File: config.mk
export PLATFORM = sky130hd
export DESIGN_NAME = hazard_scoreboard
export DESIGN_NICKNAME = d
export VERILOG_FILES = /design/src/rtl/hazard_pkg.sv /design/src/rtl/hazard_decode.sv /design/src/rtl/hazard_scoreboard.sv
export SDC_FILE = /design/constraint.sdc
export NUM_CORES = 1
export LEC_CHECK = 0
export ABC_CLOCK_PERIOD_IN_PS = 10000
export CAP_MARGIN = 40
export CORE_MARGIN = 2
export CORE_UTILIZATION = 45
export CTS_CLUSTER_DIAMETER = 150
export DETAILED_ROUTE_END_ITERATION = 10
export HOLD_SLACK_MARGIN = 0.1
export MAX_ROUTING_LAYER = met4
export PLACE_DENSITY_LB_ADDON = 0.3
export SYNTH_ARGS = -nofsm -noshare
export SYNTH_HDL_FRONTEND = slang
export SYNTH_SLANG_ARGS = --single-unit
File: constraint.sdc
create_clock -name clk -period 10 [get_ports clk]
set_clock_uncertainty 0.15 [all_clocks]
set_input_delay 3 -clock clk [delete_from_list [all_inputs] [get_ports clk]]
set_output_delay 3 -clock clk [all_outputs]
set_load 0.02 [all_outputs]
File: src/rtl/hazard_pkg.sv
// Shared definitions for the issue-stage hazard unit: opcodes, field
// positions and the per-lane decode record.
package hazard_pkg;

  localparam int INSTR_W = 32;
  localparam int RIDX_W  = 5;

  localparam logic [5:0] OP_RTYPE = 6'h00;
  localparam logic [5:0] OP_ADDI  = 6'h08;
  localparam logic [5:0] OP_LW    = 6'h23;
  localparam logic [5:0] OP_SW    = 6'h2b;
  localparam logic [5:0] OP_BEQ   = 6'h04;
  localparam logic [5:0] OP_BNE   = 6'h05;
  localparam logic [5:0] OP_BGTZ  = 6'h07;

  localparam int OP_MSB = 31;
  localparam int OP_LSB = 26;
  localparam int RS_MSB = 25;
  localparam int RS_LSB = 21;
  localparam int RT_MSB = 20;
  localparam int RT_LSB = 16;
  localparam int RD_MSB = 15;
  localparam int RD_LSB = 11;

  typedef logic [RIDX_W-1:0] reg_idx_t;

  typedef struct packed {
    reg_idx_t src0;
    reg_idx_t src1;
    logic     src0_vld;
    logic     src1_vld;
    reg_idx_t dst;
    logic     dst_vld;
    logic     is_br;
  } decode_t;

  typedef enum logic {
    SHD_OPEN,
    SHD_SHADOW
  } shd_state_e;

endpackage

File: src/rtl/hazard_decode.sv
// Per-lane combinational decoder: extracts source/destination registers
// and the branch flag from a MIPS instruction word. $0 is never reported.
module hazard_decode
  import hazard_pkg::*;
(
  input  logic [INSTR_W-1:0] instr_i,
  output decode_t            dec_o
);

  logic [5:0] op;
  reg_idx_t   rs;
  reg_idx_t   rt;
  reg_idx_t   rd;
  logic       use_rs;
  logic       use_rt;

  assign op = instr_i[OP_MSB:OP_LSB];
  assign rs = instr_i[RS_MSB:RS_LSB];
  assign rt = instr_i[RT_MSB:RT_LSB];
  assign rd = instr_i[RD_MSB:RD_LSB];

  // Classify the opcode into operand usage, destination and branch.
  always_comb begin
    dec_o   = '0;
    use_rs  = 1'b0;
    use_rt  = 1'b0;
    dec_o.src0 = rs;
    dec_o.src1 = rt;
    case (op)
      OP_RTYPE: begin
        use_rs        = 1'b1;
        use_rt        = 1'b1;
        dec_o.dst     = rd;
        dec_o.dst_vld = (rd != '0);
      end
      OP_ADDI, OP_LW: begin
        use_rs        = 1'b1;
        dec_o.dst     = rt;
        dec_o.dst_vld = (rt != '0);
      end
      OP_SW: begin
        use_rs = 1'b1;
        use_rt = 1'b1;
      end
      OP_BEQ, OP_BNE: begin
        use_rs      = 1'b1;
        use_rt      = 1'b1;
        dec_o.is_br = 1'b1;
      end
      OP_BGTZ: begin
        use_rs      = 1'b1;
        dec_o.is_br = 1'b1;
      end
      default: ;
    endcase
    dec_o.src0_vld = use_rs & (rs != '0);
    dec_o.src1_vld = use_rt & (rt != '0);
  end

endmodule

File: src/rtl/hazard_scoreboard.sv
// Issue-stage hazard unit: per-register pending-write countdown scoreboard,
// in-order multi-lane issue priority chain and branch-shadow counter.
module hazard_scoreboard
  import hazard_pkg::*;
#(
  parameter int LANES     = 2,
  parameter int NUM_REGS  = 32,
  parameter int REG_W     = 5,
  parameter int LAT       = 3,
  parameter int BR_SHADOW = 3
) (
  input  logic               clk,
  input  logic               rst_n,
  input  logic               flush,
  input  logic [LANES-1:0]   instr_vld,
  input  logic [LANES*32-1:0] instr,
  output logic [LANES-1:0]   issue,
  output logic               stall,
  output logic [NUM_REGS-1:0] busy_regs
);

  localparam int CW  = $clog2(LAT + 1);
  localparam int SHW = (BR_SHADOW > 0) ? $clog2(BR_SHADOW + 1) : 1;

  decode_t          dec [LANES];
  logic [CW-1:0]    cnt_q [NUM_REGS];
  logic [CW-1:0]    cnt_d [NUM_REGS];
  logic [SHW-1:0]   shd_q;
  logic [SHW-1:0]   shd_d;
  shd_state_e       state_q;
  shd_state_e       state_d;
  logic [LANES-1:0] iss;
  logic             br_iss;
  logic             chain;
  logic             br_seen;
  logic             ok;

  for (genvar g = 0; g < LANES; g++) begin : g_dec
    hazard_decode u_dec (
      .instr_i (instr[32*g +: 32]),
      .dec_o   (dec[g])
    );
  end

  // Visibility of which registers still have a write in flight.
  always_comb begin
    busy_regs = '0;
    for (int unsigned r = 0; r < NUM_REGS; r++) begin
      busy_regs[r] = (cnt_q[r] != '0);
    end
  end

  // In-order issue chain: a lane issues only if every older lane issued,
  // no older lane is a branch, and none of its sources are pending.
  always_comb begin
    iss     = '0;
    br_iss  = 1'b0;
    chain   = rst_n & (state_q == SHD_OPEN);
    br_seen = 1'b0;
    ok      = 1'b0;
    for (int unsigned i = 0; i < LANES; i++) begin
      ok = chain & instr_vld[i] & ~br_seen;
      if (dec[i].src0_vld && busy_regs[dec[i].src0[REG_W-1:0]]) ok = 1'b0;
      if (dec[i].src1_vld && busy_regs[dec[i].src1[REG_W-1:0]]) ok = 1'b0;
      for (int unsigned j = 0; j < i; j++) begin
        if (dec[j].dst_vld &&
            ((dec[i].src0_vld && dec[i].src0 == dec[j].dst) ||
             (dec[i].src1_vld && dec[i].src1 == dec[j].dst))) begin
          ok = 1'b0;
        end
      end
      iss[i]  = ok;
      chain   = ok;
      br_iss  = br_iss | (ok & dec[i].is_br);
      br_seen = br_seen | dec[i].is_br;
    end
  end

  assign issue = iss;
  assign stall = rst_n & instr_vld[0] & ~iss[0];

  // Scoreboard next state: count down, then reload issuing destinations.
  always_comb begin
    for (int unsigned r = 0; r < NUM_REGS; r++) begin
      cnt_d[r] = (cnt_q[r] != '0) ? cnt_q[r] - CW'(1) : '0;
    end
    for (int unsigned i = 0; i < LANES; i++) begin
      if (iss[i] && dec[i].dst_vld && (int'(dec[i].dst) < NUM_REGS)) begin
        cnt_d[dec[i].dst[REG_W-1:0]] = CW'(LAT);
      end
    end
    cnt_d[0] = '0;
  end

  // Scoreboard counter registers.
  always_ff @(posedge clk or negedge rst_n) begin
    if (!rst_n) begin
      for (int unsigned r = 0; r < NUM_REGS; r++) begin
        cnt_q[r] <= '0;
      end
    end else begin
      for (int unsigned r = 0; r < NUM_REGS; r++) begin
        cnt_q[r] <= cnt_d[r];
      end
    end
  end

  // Branch-shadow next state; flush takes priority over a branch issuing.
  always_comb begin
    state_d = state_q;
    shd_d   = shd_q;
    if (flush) begin
      state_d = SHD_OPEN;
      shd_d   = '0;
    end else begin
      case (state_q)
        SHD_OPEN: begin
          if (br_iss && (BR_SHADOW > 0)) begin
            state_d = SHD_SHADOW;
            shd_d   = SHW'(BR_SHADOW);
          end
        end
        SHD_SHADOW: begin
          shd_d = shd_q - SHW'(1);
          if (shd_q == SHW'(1)) state_d = SHD_OPEN;
        end
      endcase
    end
  end

  // Branch-shadow state and counter registers.
  always_ff @(posedge clk or negedge rst_n) begin
    if (!rst_n) begin
      state_q <= SHD_OPEN;
      shd_q   <= '0;
    end else begin
      state_q <= state_d;
      shd_q   <= shd_d;
    end
  end

endmodule

After elaboration in Yosys (flattened, before gate mapping):

Cells that the tools add are included.

* add/sub/neg operators: 32
* $lt $le $gt $ge: 8
* equality and inequality tests: 16
* multiplexer cells: 65
* bitwise operators: 20
* reductions and logical operators: 59

Operators by type and width (count)
* two-way mux 62 bit: 2
* OR 62 bit: 2
* two-way mux 2 bit: 35
* subtractor 2 x 1 -> 2 bit (second input constant): 32
* nonzero test 2 bit: 31
* equality test 6 x 3 -> 1 bit (second input constant): 6
* nonzero test 5 bit: 6
* equality test 6 bit (second input constant): 4
* < comparator 5 x 6 -> 1 bit (second input constant): 4
* case mux 6 bit (2 select lines): 2
* binary-select mux 1 bit (select 5 bit): 4
* demux 2 bit (select 5 bit): 2
* two-way mux 1 bit: 18
* OR reduction 7 bit: 2
* bitwise AND 1 bit: 12
* equality test 6 x 4 -> 1 bit (second input constant): 2
* greater-or-equal comparator 6 bit (second input constant): 2
* logical NOT 6 bit: 2
* < comparator 6 x 1 -> 1 bit (second input constant): 2
* inverter 5 -> 6 bit: 2
* logical AND 1 bit: 11
* equality test 5 bit: 2
* OR reduction 4 bit: 2
* OR reduction 3 bit: 2
* 8 further kinds: 11

* flip-flop bits (word level): 65
* word-level logic and storage cells: 233

Logic depth before layout (Yosys ltp):

Gate-level depths: netlist (run 1).

* depth after elaboration: 17
* mapped depth: 11

By module:

A second synthesis (run 1) with hierarchy kept.

* cells, all modules: 689
* area, all modules: 5916.9 um2

By module, submodules not included
* hazard_scoreboard: times used 1, cells each 607, area each 5303.8 um2, seq. area each 1626.6 um2
* hazard_decode: times used 2, cells each 41, area each 306.5 um2, seq. area each 0.0 um2

Worst setup path after synthesis (run 1):

Ideal clock, no wire load.

* path kind: input-to-output
* start: input instr[24]
* end: output stall
* arrival: 5.208 ns
* path slack: 1.642 ns
* stages: 8
* buffers on the path: 2
* cell sequence: buf_2 > mux4_2 > mux2i_1 > o211ai_1 > o31ai_1 > nor2_2 > clkbuf_1 > nor2_1

* longest elaborated chain between the ends: 7
* elaborated cells on any way between the ends: 9

Ends and longest elaborated chain
* from (decl): line hazard_scoreboard.sv:16 `input logic [LANES*32-1:0] instr,`
* binary-select mux 1 bit (select 5 bit) / nonzero test 5 bit (equally long branches): line hazard_scoreboard.sv:63, hazard_decode.sv:56
* two-way mux 1 bit (implied by the code) / bitwise AND 1 bit (equally long branches): line hazard_scoreboard.sv:63, hazard_decode.sv:56
* logical AND 1 bit *: line hazard_scoreboard.sv:63 `if (dec[i].src0_vld && busy_regs[dec[i].src0[REG_W-1:0]]) ok = 1'b0;`
* two-way mux 1 bit *: line hazard_scoreboard.sv:63
* two-way mux 1 bit *: line hazard_scoreboard.sv:64 `if (dec[i].src1_vld && busy_regs[dec[i].src1[REG_W-1:0]]) ok = 1'b0;`
* via issue[0]: line hazard_scoreboard.sv:17 `output logic [LANES-1:0] issue,`
* inverter 1 bit *: line hazard_scoreboard.sv:80 `assign stall = rst_n & instr_vld[0] & ~iss[0];`
* bitwise AND 1 bit *: line hazard_scoreboard.sv:80
* to (decl): line hazard_scoreboard.sv:18 `output logic stall,`

The timed path passes the listed nets; every way through them passes the cells marked *. The select of a mux whose other input is x is not followed.

Final worst setup path (run 1):

* start: input instr[21]
* end: output stall

* longest elaborated chain between the ends: 7
* elaborated cells on any way between the ends: 9

Ends and longest elaborated chain (line)
* binary-select mux 1 bit (select 5 bit) / nonzero test 5 bit (equally long branches): hazard_scoreboard.sv:63, hazard_decode.sv:56
* two-way mux 1 bit (implied by the code) / bitwise AND 1 bit (equally long branches): hazard_scoreboard.sv:63, hazard_decode.sv:56
* logical AND 1 bit *: hazard_scoreboard.sv:63
* two-way mux 1 bit *: hazard_scoreboard.sv:63
* two-way mux 1 bit *: hazard_scoreboard.sv:64
* inverter 1 bit *: hazard_scoreboard.sv:80
* bitwise AND 1 bit *: hazard_scoreboard.sv:80

Every way passes the cells marked *; elsewhere a longest branch is shown, timed or not. The select of a mux whose other input is x is not followed.

==> out/qor.txt, run 1 <==
Outcome - completed
Final instance area - 0.00651 sq mm
IO buf count - 80
Final setup violation count - 0
Die ar. - 0.0127 sq mm
Post-synth EDFFs - 0
Worst setup SP type - input port
Setup slack at placement - 0.531 ns
# resized after CTS - 0
Insertion delay to the later sink of the worst-skew pair - 0.34 ns
Post-CTS Setup Bufs - 0
Core Area - 0.0115 sq mm
Largest net degree at the start of global routing - 66
Final #Nets - 766
Die Wd - 113 microns
CTS root buffer - clkbuf_16
Fin. Hold Viols - 0
Synthesized net count - 693
Vias in the first global route - 5244
Post-route DRC - 0
Reg2reg path depth - 9
WL final - 17600 microns
Placed inst area - 0.00620 sq mm
Slew @ Worst Pin - 0.923 ns
Num rows - 39
Die Height - 113 microns
Fmax - 105 MHz
Syn. warnings - 0
Synthesized area - 0.00530 sq mm
DR WL/cell - 20.8 microns
Worst Hold Class - flip-flop to flip-flop
Hold Path Depth - 1
DP Wirelength - 13400 microns
ANT cells - 0
Fin crit period - 9.51 ns
Cts hold-fix bufs - 0
GRT overflow - 0
Final core occ - 56.8%
Pwr Density - 106 mW/mm^2
Starting Density - 46.2%
Final Power - 0.000687 W
# IOs - 104
Sequential fraction of the synthesis area - 30.7%
Worst Setup Path Type - input port to primary output
Tot GR Track Use - 28.7%
Initial antenna violation count - 0
Number of routed nets with antenna violations - 0
Primary FF master, synth - dfrtp_1
Global-route wire length before repair - 27600 microns
Avg Inst Size Synth - 8.51 sq um
Vias per cell - 6.36
Worst VDD drop - 0.0795 mV
DR vias - 5368
Final GP Congestion - 1.01
Cells after Synth - 623
Setup WS post-layout - 0.494 ns
LEAKAGE - 2.87 nW
Crit Path Max Fanout - 13
TritonRoute pass-1 iters - 6
Critical Path End Type - primary output
Final Max Slew Viols - 0
Slew Limit Headroom - 37.9%
RSZ-0062 raised after global routing - no
H-tree levels - 3
1st-iter DRT viols - 620
Ys async rst share - 100%
WP data required - 6.85 ns
Max Cap Viol - 0
Cts bufs inserted - 9
Proportion of layout cells with a drive suffix above 1 - 13.6%
Clock sinks - 65
Clock transition at path regs - 0.05 ns
Netlist cell types - 81
#FFs+latches synth - 65
Fin crit share - 95.1%
CTS Buffer Depth - 2
TritonCTS clock tree - done
Area Growth Syn to Fin - 22.8%
CP arrival - 6.36 ns
Fin Setup TNS - 0 ns
## critical path, stage by stage
cell and delay, ns:
clkdlybuf4s50_1 0.70, nor3b_1 0.29, o21ai_0 0.26, o22ai_1 0.13
a22o_1 0.20, o31ai_1 0.66, nor2_2 0.29, nor2_1 0.18
clkdlybuf4s50_1 0.62
## layer usage
layer  vias to the layer above  global-route usage, %  share of wire, %
li1                       2454                      -                 -
met4                         0                   13.8               4.3
met5                         -                      -                 0
met3                        57                   5.24               8.0
met1                      2578                   36.2                42
met2                       279                   45.0                46
## cell families (layout without fill, tap and decap cells)
family	Yosys count	count (layout)	synth area share [%]
AO/OA/AOI/OAI	151	151	22.5
XOR/XNOR	4	4	0.661
flip-flops	65	65	30.7
adder cells (fa/ha/maj)	1	1	0.236
multiplexers	27	27	10.3
buffers and inverters	97	175	8.00
AND/OR/NAND/NOR	277	277	27.5
other	1	1	0.0708
## flip-flops by register name (all words and copies together), names as in the netlist
signal / count
cnt_q: 62
state_q: 1
shd_q: 2
## final cells by class
cell class	instances	area, sq um
Clock buffer	10	239
Clock inverter	6	66.3
Fill cell	1054	4960
Inverter	62	233
Multi-Input combinational cell	461	3250
Sequential cell	65	1630
Tap cell	143	179
Timing Repair Buffer	97	916
## metrics by stage
step | hold slack [ns] | cells
final | 0.308 | 844
after global routing | 0.332 | 844
after CTS | 0.314 | 843
after detailed placement | 0.305 | 827
after global placement | 0.291 | 825
after floorplan | 0.279 | 623
## path summary, 6_finish.rpt
| check | slack, ns | endpoint | startpoint |
|---|---|---|---|
| worst min-delay path | 0.31 | cnt_q[26] | cnt_q[26] |
| max in group asynchronous | 6.37 | cnt_q[53] | rst_n |
| worst min register to register | 0.31 | cnt_q[26] | cnt_q[26] |
| worst max-delay path | 0.49 | stall | instr[21] |
| min in group asynchronous | 2.77 | cnt_q[13] | rst_n |
| worst max register to register | 6.58 | cnt_q[42] | cnt_q[35] |
## placed cells by master (no fill, tap or decap), types with 7 or more instances in the layout
| master | count |
|---|---|
| o21ai_0 | 12 |
| nor3b_1 | 11 |
| a32oi_1 | 21 |
| dfrtp_1 | 65 |
| clkdlybuf4s50_1 | 79 |
| inv_1 | 60 |
| nand4_1 | 11 |
| a211o_1 | 9 |
| nand2b_1 | 14 |
| a21oi_1 | 12 |
| o21ai_1 | 20 |
| nand2_1 | 82 |
| clkbuf_16 | 9 |
| o211ai_1 | 17 |
| or4_1 | 7 |
| mux4_2 | 22 |
| buf_4 | 14 |
| nor2_1 | 65 |
| nand3_1 | 12 |
| nor3_1 | 19 |
| or2_2 | 7 |
## cells in the mapped netlist (12+ instances only)
cell type  number  area share [%]
mux4_2         22             9.3
nand2_1        82             5.8
o211ai_1       17             2.4
nand3_1        12             1.1
o21ai_0        12             1.1
a21oi_1        12             1.1
dfrtp_1        65              31
o21ai_1        20             1.9
inv_1          60             4.2
nand2b_1       14             1.7
nor3_1         19             1.8
nor2_1         65             4.6
clkbuf_1       15             1.1
a32oi_1        21             3.5
## power by group
| part | leakage, nW | internal (W) | switching [W] | total [W] |
|---|---|---|---|---|
| registers | 0.908 | 0.000264 | 0.000000395 | 0.000264 |
| clock network | 0.153 | 0.000200 | 0.000121 | 0.000321 |
| logic | 1.81 | 0.0000415 | 0.0000607 | 0.000102 |
| total | 2.87 | 0.000505 | 0.000182 | 0.000687 |
(Power assumes the default switching activity.)
==> run 2, diff against run 1 <==
- SLEW_MARGIN: not set -> 20
==> out/qor.txt, run 2 (synthesized netlist as in run 1, its figures left out) <==
LEAKAGE - 2.89 nW (was 2.87 nW)
Clock sinks - 65 (unchanged)
Starting Density - 46.2% (unchanged)
Cts bufs inserted - 9 (unchanged)
H-tree levels - 3 (unchanged)
Proportion of layout cells with a drive suffix above 1 - 13.8% (was 13.6%)
DR vias - 5331 (was 5368)
Global-route wire length before repair - 27600 microns (unchanged)
Final setup violation count - 0 (unchanged)
Largest Register - cnt_q (unchanged)
Num rows - 39 (unchanged)
WP data required - 6.85 ns (about the same)
Worst setup SP type - input port (unchanged)
Largest net degree at the start of global routing - 66 (unchanged)
Clock transition at path regs - 0.05 ns (about the same)
Max reg flops - 62 (unchanged)
Setup slack at placement - 0.531 ns (unchanged)
CP arrival - 6.37 ns (was 6.36 ns)
Post-CTS Setup Bufs - 0 (unchanged)
TritonCTS clock tree - done (unchanged)
Critical Path End Type - primary output (unchanged)
Fin. Hold Viols - 0 (unchanged)
CP startpoint - instr[21] (unchanged)
Tot GR Track Use - 28.7% (unchanged)
R2r setup slk - 6.59 ns (was 6.58 ns)
Cts hold-fix bufs - 0 (unchanged)
ANT cells - 0 (unchanged)
Vias in the first global route - 5244 (unchanged)
Die Wd - 113 microns (unchanged)
Worst Setup Path Type - input port to primary output (unchanged)
Hold Path Depth - 1 (unchanged)
Final #Nets - 768 (was 766)
Fmax - 105 MHz (about the same)
GRT overflow - 0 (unchanged)
Fin crit period - 9.52 ns (was 9.51 ns)
Initial antenna violation count - 0 (unchanged)
Worst VDD drop - 0.0795 mV (about the same)
Core Area - 0.0115 sq mm (unchanged)
Reg2reg path depth - 9 (unchanged)
Slew @ Worst Pin - 0.759 ns (was 0.923 ns)
DR WL/cell - 20.8 microns (about the same)
Die Height - 113 microns (unchanged)
IO buf count - 80 (unchanged)
1st-iter DRT viols - 565 (was 620)
# resized after CTS - 0 (unchanged)
Outcome - completed (unchanged)
Number of routed nets with antenna violations - 0 (unchanged)
Pwr Density - 105 mW/mm^2 (was 106 mW/mm^2)
RR Endpoint - cnt_q[42] (unchanged)
CTS root buffer - clkbuf_16 (unchanged)
Post-route DRC - 0 (unchanged)
Number of fill cells - 1048 (was 1054)
Critical R2R Launch - cnt_q[33] (was cnt_q[35])
DP Wirelength - 13400 microns (unchanged)
Setup WS post-layout - 0.482 ns (was 0.494 ns)
CTS Buffer Depth - 2 (unchanged)
TritonRoute pass-1 iters - 5 (was 6)
Insertion delay to the later sink of the worst-skew pair - 0.34 ns (about the same)
WL final - 17600 microns (about the same)
# IOs - 104 (unchanged)
Regs by FF count - cnt_q (62), shd_q (2), state_q (1) (unchanged)
Max Cap Viol - 0 (unchanged)
Final GP Congestion - 1.01 (unchanged)
Vias per cell - 6.30 (was 6.36)
Crit Path Max Fanout - 13 (unchanged)
Most frequent cells in the layout - nand2_1, clkdlybuf4s50_1, nor2_1, dfrtp_1, inv_1 (unchanged)
Die ar. - 0.0127 sq mm (unchanged)
Final Max Slew Viols - 0 (unchanged)
Most common cell after layout, fill and taps aside - nand2_1 (unchanged)
Area Growth Syn to Fin - 23.5% (was 22.8%)
RSZ-0062 raised after global routing - no (unchanged)
Worst Hold Class - flip-flop to flip-flop (unchanged)
Fin Setup TNS - 0 ns (unchanged)
Slew Limit Headroom - 49.0% (was 37.9%)
Critical Path Sink - issue[1] (was stall)
Fin crit share - 95.2% (was 95.1%)
==> run 2: layer usage <==
layer  track usage (%)  share of wire [%]  routed length [microns]  up-vias
met5                 -                  0                        0        -
met4              13.8                4.4                      766        0
met3              5.24                8.2                     1440       59
met2              45.0                 46                     8090      264
met1              36.2                 42                     7310     2549
li1                  -                  -                        -     2459
==> run 2: how the worst min path moves through the flow <==
stage / from / end / slack (ns)
after floorplan: cnt_q[26] / cnt_q[26] / 0.28
after global placement: cnt_q[26] / cnt_q[26] / 0.29
after detailed placement: cnt_q[26] / cnt_q[26] / 0.31
after CTS: cnt_q[26] / cnt_q[26] / 0.31
after global routing: cnt_q[26] / cnt_q[26] / 0.33
final: cnt_q[26] / cnt_q[26] / 0.31
==> run 2: worst max-delay path: stages <==
cell and delay (ns):
clkdlybuf4s50_1 0.71, nor3_1 0.45, a21oi_1 0.07, o32ai_1 0.31, a22o_1 0.21, o31ai_1 0.17
nor2_2 0.53, nand2_4 0.15, inv_2 0.13, clkdlybuf4s50_1 0.62
==> run 2: through the flow <==
step	std cells	hold WS (ns)	area [sq um]	utilization [%]	total power [W]
after floorplan	623	0.279	5300	-	0.000321
after global placement	825	0.291	6190	54.0	0.000367
after detailed placement	827	0.305	6200	54.1	0.000368
after CTS	843	0.314	6500	56.7	0.000689
after global routing	846	0.332	6540	57.1	0.000712
final	846	0.308	6540	57.1	0.000689
==> run 2: cell type report <==
class | count | area [sq um] | share of cell area (%)
multi-input cells | 461 | 3250 | 49.7
well taps | 143 | 179 | 2.73
repair buffers | 99 | 951 | 14.5
inverters | 62 | 233 | 3.56
clock buffers | 10 | 239 | 3.65
flip-flops and latches | 65 | 1630 | 24.9
clock inverters | 6 | 66.3 | 1.01
==> run 2: where the power goes <==
group	internal, W	switching [W]	total [W]
logic	0.0000427	0.0000610	0.000104
clock network	0.000200	0.000121	0.000322
registers	0.000264	0.000000395	0.000264
